**src/rtl/exe_sched_pkg.sv**
```systemverilog
// rtl/exe_sched_pkg.sv - shared types and constants for the execution-unit scheduler
package exe_sched_pkg;

  typedef enum logic [1:0] {
    IDLE  = 2'd0,
    ISSUE = 2'd1,
    WAIT  = 2'd2,
    RESP  = 2'd3
  } state_t;

  localparam int STATUS_W    = 4;
  localparam int EXE_LATENCY = 1;

  localparam logic [1:0] OP_0 = 2'b00;
  localparam logic [1:0] OP_1 = 2'b01;
  localparam logic [1:0] OP_2 = 2'b10;
  localparam logic [1:0] OP_3 = 2'b11;

endpackage

```
**src/rtl/exe_unit_sched_rr_arbiter.sv**
```systemverilog
// rtl/exe_unit_sched_rr_arbiter.sv - round-robin arbiter owning the search pointer (EXE_SCHED_PRIO_EN: requester 0 fixed-high)
import exe_sched_pkg::*;

module rr_arbiter #(
  parameter int R = 4,
  localparam int ID_W = $clog2(R)
) (
  input  logic            i_clk,
  input  logic            i_rst,
  input  logic [R-1:0]    i_req,
  input  logic            i_adv,
  output logic [R-1:0]    o_gnt_onehot,
  output logic [ID_W-1:0] o_gnt_id
);

`ifdef EXE_SCHED_PRIO_EN
  // With requester 0 outside the rotation the pointer lives in 1..R-1.
  localparam logic [ID_W-1:0] PTR_RST = ID_W'(1);
`else
  localparam logic [ID_W-1:0] PTR_RST = '0;
`endif

  logic [ID_W-1:0] ptr_q, ptr_d;
  logic [ID_W-1:0] cand;
  logic            found;
  int              idx;

  // Winner search: first active request at or after ptr, wrapping upward.
  always_comb begin
    found    = 1'b0;
    o_gnt_id = '0;
    idx      = 0;
    cand     = '0;
`ifdef EXE_SCHED_PRIO_EN
    if (i_req[0]) begin
      found = 1'b1;
    end
    for (int i = 0; i < R - 1; i++) begin
      idx  = 1 + ((int'(ptr_q) - 1 + i) % (R - 1));
      cand = ID_W'(idx);
      if (!found && i_req[cand]) begin
        found    = 1'b1;
        o_gnt_id = cand;
      end
    end
`else
    for (int i = 0; i < R; i++) begin
      idx  = (int'(ptr_q) + i) % R;
      cand = ID_W'(idx);
      if (!found && i_req[cand]) begin
        found    = 1'b1;
        o_gnt_id = cand;
      end
    end
`endif
  end

  assign o_gnt_onehot = found ? ({{(R-1){1'b0}}, 1'b1} << o_gnt_id) : '0;

  // Pointer moves one past the winner, but only when the FSM accepts the grant.
  always_comb begin
    ptr_d = ptr_q;
    if (i_adv && found) begin
`ifdef EXE_SCHED_PRIO_EN
      if (o_gnt_id != '0) begin
        ptr_d = (o_gnt_id == ID_W'(R - 1)) ? ID_W'(1) : o_gnt_id + 1'b1;
      end
`else
      ptr_d = (o_gnt_id == ID_W'(R - 1)) ? '0 : o_gnt_id + 1'b1;
`endif
    end
  end

  // Pointer register.
  always_ff @(posedge i_clk) begin
    if (i_rst) begin
      ptr_q <= PTR_RST;
    end else begin
      ptr_q <= ptr_d;
    end
  end

endmodule

```
**src/rtl/exe_unit_sched.sv**
```systemverilog
// rtl/exe_unit_sched.sv - shares one 1-cycle execution unit among R requesters (option: EXE_SCHED_PRIO_EN)
import exe_sched_pkg::*;

module exe_unit_sched #(
  parameter int M = 4,
  parameter int N = 2,
  parameter int R = 4,
  localparam int ID_W = $clog2(R)
) (
  input  logic                i_clk,
  input  logic                i_rst,
  input  logic [R-1:0]        i_req,
  input  logic [R*N-1:0]      i_oper,
  input  logic [R*M-1:0]      i_argA,
  input  logic [R*M-1:0]      i_argB,
  output logic [R-1:0]        o_gnt,
  output logic [N-1:0]        o_exe_oper,
  output logic [M-1:0]        o_exe_argA,
  output logic [M-1:0]        o_exe_argB,
  output logic                o_exe_rsn,
  input  logic [M-1:0]        i_exe_result,
  input  logic [STATUS_W-1:0] i_exe_status,
  output logic                o_busy,
  output logic                o_rsp_valid,
  output logic [ID_W-1:0]     o_rsp_id,
  output logic [M-1:0]        o_result,
  output logic [STATUS_W-1:0] o_status
);

  state_t              state_q, state_d;
  logic [N-1:0]        oper_q, oper_d;
  logic [M-1:0]        arga_q, arga_d;
  logic [M-1:0]        argb_q, argb_d;
  logic [ID_W-1:0]     id_q, id_d;
  logic [R-1:0]        gnt_q, gnt_d;
  logic                busy_q, busy_d;
  logic                rsp_valid_q, rsp_valid_d;
  logic [ID_W-1:0]     rsp_id_q, rsp_id_d;
  logic [M-1:0]        result_q, result_d;
  logic [STATUS_W-1:0] status_q, status_d;

  logic [R-1:0]        arb_onehot;
  logic [ID_W-1:0]     arb_id;
  logic                arb_adv;
  logic [N-1:0]        sel_oper;
  logic [M-1:0]        sel_a;
  logic [M-1:0]        sel_b;

  // Requests are only looked at while the unit is free to take a new op.
  assign arb_adv = (state_q == IDLE) || (state_q == RESP);

  rr_arbiter #(.R(R)) u_arb (
    .i_clk        (i_clk),
    .i_rst        (i_rst),
    .i_req        (i_req),
    .i_adv        (arb_adv),
    .o_gnt_onehot (arb_onehot),
    .o_gnt_id     (arb_id)
  );

  // Pick the winner's operand slice out of the flattened request buses.
  always_comb begin
    sel_oper = '0;
    sel_a    = '0;
    sel_b    = '0;
    for (int r = 0; r < R; r++) begin
      if (arb_id == ID_W'(r)) begin
        sel_oper = i_oper[r*N +: N];
        sel_a    = i_argA[r*M +: M];
        sel_b    = i_argB[r*M +: M];
      end
    end
  end

  // Next-state and registered-output computation for the IDLE/ISSUE/WAIT/RESP cycle.
  always_comb begin
    state_d     = state_q;
    oper_d      = oper_q;
    arga_d      = arga_q;
    argb_d      = argb_q;
    id_d        = id_q;
    gnt_d       = '0;
    rsp_valid_d = 1'b0;
    rsp_id_d    = rsp_id_q;
    result_d    = result_q;
    status_d    = status_q;
    case (state_q)
      IDLE, RESP: begin
        if (|arb_onehot) begin
          state_d = ISSUE;
          oper_d  = sel_oper;
          arga_d  = sel_a;
          argb_d  = sel_b;
          id_d    = arb_id;
          gnt_d   = arb_onehot;
        end else begin
          state_d = IDLE;
        end
      end
      ISSUE: state_d = WAIT;
      WAIT: begin
        state_d     = RESP;
        result_d    = i_exe_result;
        status_d    = i_exe_status;
        rsp_id_d    = id_q;
        rsp_valid_d = 1'b1;
      end
      default: state_d = IDLE;
    endcase
    busy_d = (state_d == ISSUE) || (state_d == WAIT);
  end

  // Single state/output register bank; reset abandons any in-flight op.
  always_ff @(posedge i_clk) begin
    if (i_rst) begin
      state_q     <= IDLE;
      oper_q      <= '0;
      arga_q      <= '0;
      argb_q      <= '0;
      id_q        <= '0;
      gnt_q       <= '0;
      busy_q      <= 1'b0;
      rsp_valid_q <= 1'b0;
      rsp_id_q    <= '0;
      result_q    <= '0;
      status_q    <= '0;
    end else begin
      state_q     <= state_d;
      oper_q      <= oper_d;
      arga_q      <= arga_d;
      argb_q      <= argb_d;
      id_q        <= id_d;
      gnt_q       <= gnt_d;
      busy_q      <= busy_d;
      rsp_valid_q <= rsp_valid_d;
      rsp_id_q    <= rsp_id_d;
      result_q    <= result_d;
      status_q    <= status_d;
    end
  end

  assign o_gnt       = gnt_q;
  assign o_exe_oper  = oper_q;
  assign o_exe_argA  = arga_q;
  assign o_exe_argB  = argb_q;
  assign o_exe_rsn   = ~i_rst;
  assign o_busy      = busy_q;
  assign o_rsp_valid = rsp_valid_q;
  assign o_rsp_id    = rsp_id_q;
  assign o_result    = result_q;
  assign o_status    = status_q;

endmodule
```
**config.mk**
```make
export PLATFORM = sky130hd
export DESIGN_NAME = exe_unit_sched
export DESIGN_NICKNAME = d
export VERILOG_FILES = /design/src/rtl/exe_sched_pkg.sv /design/src/rtl/exe_unit_sched_rr_arbiter.sv /design/src/rtl/exe_unit_sched.sv
export SDC_FILE = /design/constraint.sdc
export NUM_CORES = 1
export LEC_CHECK = 0
export ABC_AREA = 1
export CAP_MARGIN = 20
export CORE_MARGIN = 2
export CORE_UTILIZATION = 41
export DETAILED_ROUTE_END_ITERATION = 10
export GPL_TIMING_DRIVEN = 0
export HOLD_SLACK_MARGIN = 0.15
export PLACE_DENSITY = 0.76
export REMOVE_ABC_BUFFERS = 1
export SETUP_SLACK_MARGIN = 0.1
export SYNTH_ARGS = -nofsm -noshare
export SYNTH_HDL_FRONTEND = slang
export SYNTH_SLANG_ARGS = --single-unit
export TNS_END_PERCENT = 30
```
**constraint.sdc**
```tcl
create_clock -name i_clk -period 2.4 [get_ports i_clk]
set_input_delay 0.24 -clock i_clk [delete_from_list [all_inputs] [get_ports i_clk]]
set_output_delay 0.24 -clock i_clk [all_outputs]
set_load 0.005 [all_outputs]
```
==> impl_metrics.py <==
metrics = {
    "power": {
        "internal-power_w": 0.002747,
        "net-switching-power_w": 0.002331,
        "netSwitchingFraction_pct": 45.90,
        "p_clk_share_pct": 10.0,
        "pwr_density_cell_nw_per_um2": 1683,
        "finalPower_w": 0.005078,
        "p_comb_share_pct": 73.1,
        "pwr-share-seq_pct": 16.9,
        "p_leak_nw": 1.330,
        "ir_worst_vdd_uv": 984.6,
    },
    "timing": {
        "hold_viol_final": 0,
        "setup_viol": 1,
        "max_freq_mhz": 410.4,
        "maxSlewViolCount": 0,
        "fin_crit_sh_pct": 101.5,
        "finalSetupTns_ns": -0.03655,
        "layout_setup_ws_ns": -0.03655,
        "post-route-min-period_ns": 2.437,
        "grt_setup_unrepaired": "true",
        "finClkSkew_ns": 0.003667,
        "slew_headroom_pct": 51.75,
        "tightest_slew_ns": 0.7230,
    },
    "route": {
        "ant_nets": 0,
        "wl_per_cell_microns": 13.38,
        "routed_wl_microns": 5459,
        "vias_per_cell": 5.039,
        "vias": 2056,
        "drc": 0,
        "drt_first_iter_violations": 116,
        "dr.pass1.iters": 4,
    },
    "clock_tree": {
        "htree_levels": 2,
        "clock_sinks": 32,
        "path_clk_slew_ns": 0.07,
        "tritoncts": "yes",
        "clockBufferDepth": 2,
        "cts_buffers": 5,
        "insertion_delay_ns": 0.28,
        "cts-root-buf": "clkbuf_8",
    },
    "place": {
        "numPortBuffers": 80,
        "dpl.hpwl_microns": 3277,
        "gp_congestion": 0.8611,
    },
    "critical_path": {
        "worst_r2r_startpoint": "u_arb.ptr_q[0]$_SDFFE_PP0P_",
        "endpoint": "o_exe_argB[3]$_SDFFE_PP0N_",
        "cp-start-kind": "flop",
        "endpoint_kind": "flop",
        "cp_max_fo": 6,
        "timing.rr.end": "o_exe_argB[3]$_SDFFE_PP0N_",
        "r2r_slack_ns": -0.04,
        "ff2ff_path_depth": 20,
        "required_ns": 2.58,
        "crit_arrival_ns": 2.62,
        "crit_type": "flop to flop",
        "worstSetupStartpoint": "u_arb.ptr_q[0]$_SDFFE_PP0P_",
    },
    "finish": {
        "area_growth_syn_to_layout_pct": 74.40,
        "drive_gt1_share_pct": 21.79,
        "layout_commonest_cell": "clkdlybuf4s50_1",
        "fill_cells": 324,
        "diodes": 0,
        "layout_common_cells": "79 x clkdlybuf4s50_1, 67 x nand2_1, 46 x nor2_1",
        "fin_nets": 416,
    },
    "synth": {
        "netlist_instances": 266,
        "synthesis.area_sq_um": 1730,
        "synth_warnings": 0,
        "synthTopCellsByArea": "dfxtp_1 37%, nand2_1 18%, nor2_1 10%, o21ai_0 6.9%, o211ai_1 4.3%",
        "ys_types": 21,
        "synth_seq_cells": 32,
        "synth_top_area_share_pct": 37.02,
        "ys_seq_area_share_pct": 37.02,
        "syn_area_per_cell_sq_um": 6.505,
        "yosysTopAreaCell": "dfxtp_1",
    },
    "run_status": {
        "failed_checks": "negative setup slack",
        "outcome": "finished, violations left",
    },
    "die": {
        "coreArea_sq_um": 4029,
        "dieArea_sq_um": 4756,
        "start_util_pct": 42.95,
        "chipWidth_microns": 68.97,
        "die_y_microns": 68.97,
        "fp-row-count": 23,
        "num_io_pins": 81,
    },
    "grt": {
        "antenna_found_initial": 0,
        "grt_max_degree": 26,
        "grt.overflow.total": 0,
        "gr-usage-all-layers_pct": 21.17,
        "grt_pass1_vias": 1751,
        "grt_pass1_wl_microns": 7555,
    },
    "run": {
        "drv_cap": 0,
    },
    "worst_hold_path": {
        "hold_start": "id_q[0]$_SDFFE_PP0N_",
        "hold_class": "flop to flop",
    },
}
==> area by class of cell <==
class / count / area (sq um) / share of cell area (%)
multi-input combinational: 200 / 1124 / 37.23
inverter: 22 / 102.6 / 3.400
tap: 50 / 62.56 / 2.073
clock inverter: 2 / 35.03 / 1.161
sequential: 32 / 648.1 / 21.48
timing repair buffer: 94 / 958.4 / 31.76
clock buffer: 6 / 72.57 / 2.405
timing repair inverter: 2 / 15.01 / 0.4975
==> worst max-delay path, cell delays in order (launching register included) <==
cell and delay, ns:
dfxtp_4 0.38, buf_6 0.14, nand2_4 0.06, nand2_4 0.07, nand2_2 0.06, nand2_1 0.05
nand2_1 0.07, nand2_1 0.07, nand2_1 0.08, nand2_1 0.07, inv_2 0.10, nand2_4 0.09
buf_4 0.15, ha_4 0.18, buf_4 0.15, a21oi_1 0.12, nand2_1 0.08, o211ai_1 0.11
nand2_1 0.09, o21ai_1 0.15, nor2_1 0.06
==> timing repair <==
item / 4_1_cts / 5_1_grt
cloned: 2 / 1
setup endpoints to repair: 12 / 10
hold buffers: 0 / 0
setup buffers: 7 / 6
gates resized for setup: 19 / 56
pin swaps: 2 / 31
==> worst min-delay path by stage <==
| stage | end | slack [ns] | cells past startpoint |
|---|---|---|---|
| floorplan | id_q[0]$_SDFFE_PP0N_ | 0.30 | 1 |
| global placement | o_rsp_id[1]$_SDFFE_PP0P_ | 0.46 | 2 |
| detailed placement | o_exe_argB[1]$_SDFFE_PP0N_ | 0.47 | 2 |
| CTS | id_q[0]$_SDFFE_PP0N_ | 0.48 | 2 |
| global route | id_q[0]$_SDFFE_PP0N_ | 0.50 | 2 |
| finish | id_q[0]$_SDFFE_PP0N_ | 0.49 | 2 |
==> routing by layer <==
| metal | vias up | track usage, % | wire length [microns] |
|---|---|---|---|
| li1 | 1026 | - | - |
| met1 | 925 | 23.42 | 2166 |
| met2 | 96 | 38.46 | 2726 |
| met3 | 9 | 6.981 | 496 |
| met4 | 0 | 5.882 | 68 |
| met5 | - | 0 | 0 |
==> cell usage after synthesis <==
library cell and number:
inv_1 19, nor2_4 1, o21ai_0 24, nand3_2 1, o211ai_1 10, inv_6 1
dfxtp_1 32, nand2_1 85, a21oi_2 3, nand2_4 1, inv_4 1, buf_6 3
ha_1 5, nor2_1 47, nand3_1 7, nand2_2 3, a21oi_1 11, o21ai_1 1
nand4_1 1, inv_2 1, clkbuf_1 9
==> state kept, by name, indices dropped and copies added, names as in the netlist <==
name	cells
o_exe_argB	4
o_exe_oper	2
o_gnt	4
o_rsp_id	2
o_busy	1
state_q	2
u_arb.ptr_q	2
o_exe_argA	4
id_q	2
o_result	4
o_rsp_valid	1
o_status	4
==> through the flow <==
step | hold WS [ns] | worst slack [ns] | instance area (sq um) | std cells | util (%)
floorplan | 0.3024 | -0.03532 | 1663 | 254 | -
global placement | 0.4585 | -0.7504 | 2526 | 384 | 62.70
detailed placement | 0.4717 | -0.8862 | 2526 | 384 | 62.70
CTS | 0.4842 | 0.1033 | 2789 | 401 | 69.22
global route | 0.4973 | -0.1826 | 3018 | 408 | 74.91
finish | 0.4869 | -0.03655 | 3018 | 408 | 74.91
==> power groups by stage <==
| stage | registers, W | clock network [W] | logic, W |
|---|---|---|---|
| 2_1_floorplan | 0.000865 | 0 | 0.00163 |
| 3_3_place_gp | 0.000852 | 0 | 0.00241 |
| 3_5_place_dp | 0.000860 | 0 | 0.00245 |
| 4_1_cts | 0.000856 | 0.000511 | 0.00299 |
| 5_1_grt | 0.000881 | 0.000529 | 0.00402 |
| 6_report | 0.000860 | 0.000507 | 0.00371 |
==> cell families after synthesis <==
family          after synthesis  share of synthesized area (%)
flops                        32                          37.02
buf+inv                      34                          9.111
fa+ha+maj                     5                          3.615
simple gates                146                          33.98
compound gates               49                          16.27
Note: power is estimated with default switching activity, not from simulation.
